### config.mk
export PLATFORM = sky130hd
export DESIGN_NAME = lcd_req_arbiter
export DESIGN_NICKNAME = d
export VERILOG_FILES = /design/src/rtl/lcd_req_arbiter.sv
export SDC_FILE = /design/constraint.sdc
export NUM_CORES = 1
export LEC_CHECK = 0
export ABC_CLOCK_PERIOD_IN_PS = 7400
export CAP_MARGIN = 20
export CORE_MARGIN = 5
export CORE_UTILIZATION = 50
export DETAILED_ROUTE_END_ITERATION = 8
export PLACE_DENSITY = 0.92
export REMOVE_ABC_BUFFERS = 1
export SLEW_MARGIN = 20
export SYNTH_ARGS = -nofsm -noshare
export SYNTH_HDL_FRONTEND = slang
export SYNTH_SLANG_ARGS = --single-unit
export TNS_END_PERCENT = 1
### constraint.sdc
create_clock -name clk -period 7.4 [get_ports clk]
set_clock_uncertainty 0.1 [all_clocks]
set_input_delay 1.48 -clock clk [delete_from_list [all_inputs] [get_ports clk]]
set_output_delay 1.48 -clock clk [all_outputs]
set_load 0.02 [all_outputs]
### src/rtl/lcd_req_arbiter.sv
// lcd_req_arbiter: round-robin arbiter and sequencer that shares one character-LCD controller
// among NREQ requesters. One 10-bit word {rs,rw,data} is issued at a time, then the LCD's
// per-command window is timed locally before the owner gets its ack pulse.
// Optional feature macro: LCD_ACCEPT_TIMEOUT_EN bounds the wait for the LCD accept to TO_CYC
// cycles and adds the sticky err output.
module lcd_req_arbiter #(
    parameter int unsigned NREQ     = 4,
    parameter int unsigned HOLD_CYC = 52,
    parameter int unsigned TO_CYC   = 16,
    parameter int unsigned CW       = 10,
    localparam int unsigned IW      = $clog2(NREQ)
) (
    input  logic               clk,
    input  logic               rst,
    input  logic [NREQ-1:0]    req,
    input  logic [NREQ*10-1:0] req_data,
    output logic [NREQ-1:0]    ack,
    output logic [IW-1:0]      grant_id,
    input  logic               lcd_busy,
    output logic               lcd_enable,
    output logic [9:0]         lcd_bus
`ifdef LCD_ACCEPT_TIMEOUT_EN
    ,
    output logic               err
`endif
);

    // The shared counter has to reach both the hold and the timeout limits.
    if ((2 ** CW) <= ((HOLD_CYC > TO_CYC) ? HOLD_CYC : TO_CYC)) begin : g_cw_check
        $error("lcd_req_arbiter: CW too small for HOLD_CYC/TO_CYC");
    end

    typedef enum logic [2:0] {
        StIdle,
        StIssue,
        StWaitAcc,
        StHold,
        StDone
    } state_e;

    localparam logic [CW-1:0] HoldLast = CW'(HOLD_CYC - 1);
`ifdef LCD_ACCEPT_TIMEOUT_EN
    localparam logic [CW-1:0] ToLast   = CW'(TO_CYC - 1);
`endif

    state_e          state_q;
    logic [IW-1:0]   grant_q;
    logic [9:0]      word_q;
    logic [CW-1:0]   cnt_q;
    logic [NREQ-1:0] ack_q;
    logic            en_q;
    logic [9:0]      bus_q;
`ifdef LCD_ACCEPT_TIMEOUT_EN
    logic            err_q;
`endif

    logic [9:0]      words [NREQ];
    logic [NREQ-1:0] eligible;
    logic            pick_found;
    logic [IW-1:0]   pick_id;

    // Unpack the flat request bus into one word per requester.
    always_comb begin
        for (int unsigned i = 0; i < NREQ; i++) begin
            words[i] = req_data[10*i +: 10];
        end
    end

    // A requester whose ack is visible this cycle may not have dropped req yet; skip it once.
    assign eligible = req & ~ack_q;

    // Round-robin pick: first eligible requester scanning from grant_q+1 (mod NREQ).
    always_comb begin
        int unsigned idx;
        idx        = 0;
        pick_found = 1'b0;
        pick_id    = '0;
        for (int unsigned k = 1; k <= NREQ; k++) begin
            idx = (32'(grant_q) + k) % NREQ;
            if (!pick_found && eligible[IW'(idx)]) begin
                pick_found = 1'b1;
                pick_id    = IW'(idx);
            end
        end
    end

    // Sequencer FSM; all outputs are registered and follow the state by one cycle.
    always_ff @(posedge clk or negedge rst) begin
        if (!rst) begin
            state_q <= StIdle;
            grant_q <= IW'(NREQ - 1);
            word_q  <= '0;
            cnt_q   <= '0;
            ack_q   <= '0;
            en_q    <= 1'b0;
            bus_q   <= '0;
`ifdef LCD_ACCEPT_TIMEOUT_EN
            err_q   <= 1'b0;
`endif
        end else begin
            en_q  <= 1'b0;
            bus_q <= '0;
            ack_q <= '0;
            unique case (state_q)
                StIdle: begin
                    // lcd_busy high also covers the LCD power-up/init phase.
                    if (!lcd_busy && pick_found) begin
                        grant_q <= pick_id;
                        word_q  <= words[pick_id];
                        state_q <= StIssue;
                    end
                end
                StIssue: begin
                    en_q    <= 1'b1;
                    bus_q   <= word_q;
                    cnt_q   <= '0;
                    state_q <= StWaitAcc;
                end
                StWaitAcc: begin
                    if (lcd_busy) begin
                        cnt_q   <= '0;
                        state_q <= StHold;
                    end
`ifdef LCD_ACCEPT_TIMEOUT_EN
                    else if (cnt_q == ToLast) begin
                        err_q   <= 1'b1;
                        state_q <= StDone;
                    end else begin
                        cnt_q <= cnt_q + CW'(1);
                    end
`endif
                end
                StHold: begin
                    // The LCD drops busy early, so the command window is timed here.
                    if (cnt_q == HoldLast) begin
                        state_q <= StDone;
                    end else begin
                        cnt_q <= cnt_q + CW'(1);
                    end
                end
                StDone: begin
                    ack_q[grant_q] <= 1'b1;
                    state_q        <= StIdle;
                end
                default: begin
                    state_q <= StIdle;
                end
            endcase
        end
    end

    assign ack        = ack_q;
    assign grant_id   = grant_q;
    assign lcd_enable = en_q;
    assign lcd_bus    = bus_q;
`ifdef LCD_ACCEPT_TIMEOUT_EN
    assign err        = err_q;
`endif

endmodule

==> results.md <==
* Leak at 1.303 nW
* Synth Warn # at 0
* Largest fanout on the critical path at 31
* Mean Syn Cell Area at 10.39 µm²
* #FFs+latches synth at 40
* R2R depth at 7
* Fmax at 0.2838 GHz
* ANT nets after route at 0
* H-tree depth at 2
* Met2 WL post-DR at 2307 µm
* GRT Residual Overflow at 0
* Max layer used: met4
* Vias per cell at 5.626
* Unrepaired setup endpoints after global routing: false
* Synthesized area at 0.002286 mm²
* Final Util at 69.01%
* Hold Path Depth at 1
* CTS clk-pin slew, worst paths at 0.08 ns
* Row count at 24
* Startpoint types: input port
* Distinct cell type count after synthesis at 42
* N_diodes at 0
* Hold buffers post-CTS at 0
* Hold WC Path Type: flip-flop to flip-flop
* Most common cell after layout, fill and taps aside: clkdlybuf4s50_1
* Crit-path cells: clkdlybuf4s50_1 -> nand2b_4 -> mux2_2 -> o21ai_1 -> and3_2 -> mux2i_1 -> a2111oi_2
* Met1 WL at 2162 µm
* Root buffer selected by CTS: clkbuf_8
* Die area at 0.006024 mm²
* Drt total wl at 5040 µm
* Placed Area at 0.002898 mm²
* Worst VDD drop at 0.0001114 V
* RR Startpoint: grant_id[0]
* CP delay by family, top: simple AND/OR/NAND/NOR gates
* Tmin final at 3.523 ns
* Period Utilization, post-route at 47.61%
* Worst Setup Path Type: input port to flip-flop
* Arrival time at the worst endpoint at 3.61 ns
* R2R setup slack at 4.53 ns
* EDFF count, synth at 0
* Worst Min Path Start: word_q[4]
* All-Layer GR Usage at 17.73%
* Max_cap viols at 0
* Initial Util at 52.14%
* WP buf/inv at 1
* Critical Path Sink Type: flip-flop
* DPL Wire Length at 3596 µm
* Main flop type after synthesis: dfrtp_1
* Reg-to-reg endpoint: word_q[3]
* Hold Fails Final Rpt at 0
* Initial drt markers at 170
* Global-route wire length before repair at 8735 µm
* Final WS setup at 3.877 ns
* PD cells at 238.9 mW/mm²
* Top cell type's share of synthesized area at 41.60%
* Post-CTS setup buffer count at 0
* Ranking of synthesized cells by area: dfrtp_1, a2111oi_2, mux2i_1
* Area delta synth->final at 32.35%
* CTS buffer count at 5
* I/O pins at 64
* Vias in the first global route at 1,871
* Most frequent cells in the layout: clkdlybuf4s50_1, dfrtp_1, nor2_1
* Status: finished clean
* Finished Cell Area at 0.003025 mm²
* Placer Congestion at 0.8368
* Setup TNS at 0 ns
* Met3 Routed Length at 449 µm
* Clock sinks at 40
* First drt pass iteration count at 4
* # nets final at 328
* Worst slew pin tran at 0.8398 ns
* # setup viols final at 0
* Vias at 1,851
* CTS tree: yes
* DRC at 0
* Largest net degree at the start of global routing at 41
* Dpl ws at 3.164 ns
* Clock latency on the worst-skew pair at 0.29 ns
* Die width at 77.62 µm
* Antenna violations before repair at 0
* Max-Slew Margin vs Limit at 44.01%
* Avg WL per Cell at 15.32 µm
* CTS Buffer Depth at 2
* Yosys top cell by area: dfrtp_1
* Largest stage delay, worst path at 0.59 ns
* Max-slew violations at 0
* Die Ht at 77.62 µm
* Slowest CP cell: and3_2
* Seq/Total Area, Yosys at 43.90%
* Worst Hold Path EP: lcd_bus[4]
* Port buffer count at 63
* Worst Path Required at 7.49 ns
* CTS resizes at 0
* Launch point of the worst path: req[0]
* Placeable Area at 0.004384 mm²
* FFs w/ async S/R, synth at 100.0%
* Cells after Synth at 220
* Ratio of cells with drive above 1 in the final layout at 12.64%
-- state kept, by name (all words and copies together) (netlist names) --
signal,cells
state_q,3
cnt_q,10
ack,4
grant_id,2
lcd_enable,1
word_q,10
lcd_bus,10
-- power by group --
| part | switching, mW | internal, mW |
|---|---|---|
| Combinational | 0.126 | 0.112 |
| Clock | 0.0743 | 0.110 |
| Sequential | 0.0387 | 0.261 |
| Total | 0.239 | 0.483 |
-- synth_stat cells, drive strengths merged, types with 2 or more instances --
| library cell | count |
|---|---|
| xnor2 | 2 |
| and3b | 10 |
| o22ai | 2 |
| nand3 | 5 |
| nand2 | 9 |
| nor2 | 22 |
| a31oi | 3 |
| o21bai | 2 |
| dfstp | 2 |
| and3 | 8 |
| buf | 8 |
| a2111oi | 10 |
| nand2b | 8 |
| o221ai | 2 |
| o31ai | 2 |
| and2 | 12 |
| o21ai | 13 |
| nor3b | 11 |
| mux2i | 10 |
| dfrtp | 38 |
| inv | 3 |
| a21oi | 4 |
| clkbuf | 8 |
| mux2 | 3 |
| nand4 | 2 |
| ha | 5 |
| nor3 | 7 |
-- per-stage QoR --
| step | total power [mW] | hold slack (ns) | std cells |
|---|---|---|---|
| CTS | 0.7278 | 0.3877 | 329 |
| detailed placement | 0.5406 | 0.3700 | 321 |
| finish | 0.7229 | 0.3872 | 329 |
| floorplan | 0.4608 | 0.3543 | 204 |
| global route | 0.7778 | 0.4125 | 329 |
| global placement | 0.5315 | 0.3577 | 321 |
-- how the worst max path moves through the flow --
stage                     end  slack [ns]  depth (start not counted)
global placement    word_q[9]        3.23                          7
detailed placement  word_q[3]        3.16                          7
global route        word_q[7]        3.68                          7
CTS                 word_q[3]        3.46                          7
floorplan           word_q[0]        3.81                          5
finish              word_q[3]        3.88                          7
-- area by class of cell --
cell class / count / area (µm²)
clock buffers: 6 / 82.58
clock inverters: 2 / 38.79
fillers: 335 / 1359
inverters: 3 / 11.26
multi-input cells: 161 / 1184
flip-flops and latches: 40 / 1003
well taps: 52 / 65.06
repair buffers: 65 / 640.6
-- kinds of logic after synthesis --
logic type / synth area share (%)
adder cells (fa/ha/maj): 2.737
XOR/XNOR: 0.7664
buffers and inverters: 4.816
AO/OA/AOI/OAI: 15.76
multiplexers: 5.857
AND/OR/NAND/NOR: 26.16
flip-flops: 43.90
-- layer usage --
layer	GRT usage [%]	vias to the layer above
met4	8.076	0
met2	28.05	75
li1	-	900
met3	5.903	13
met5	0	-
met1	21.87	863
Power figures use the tool's default switching activity.
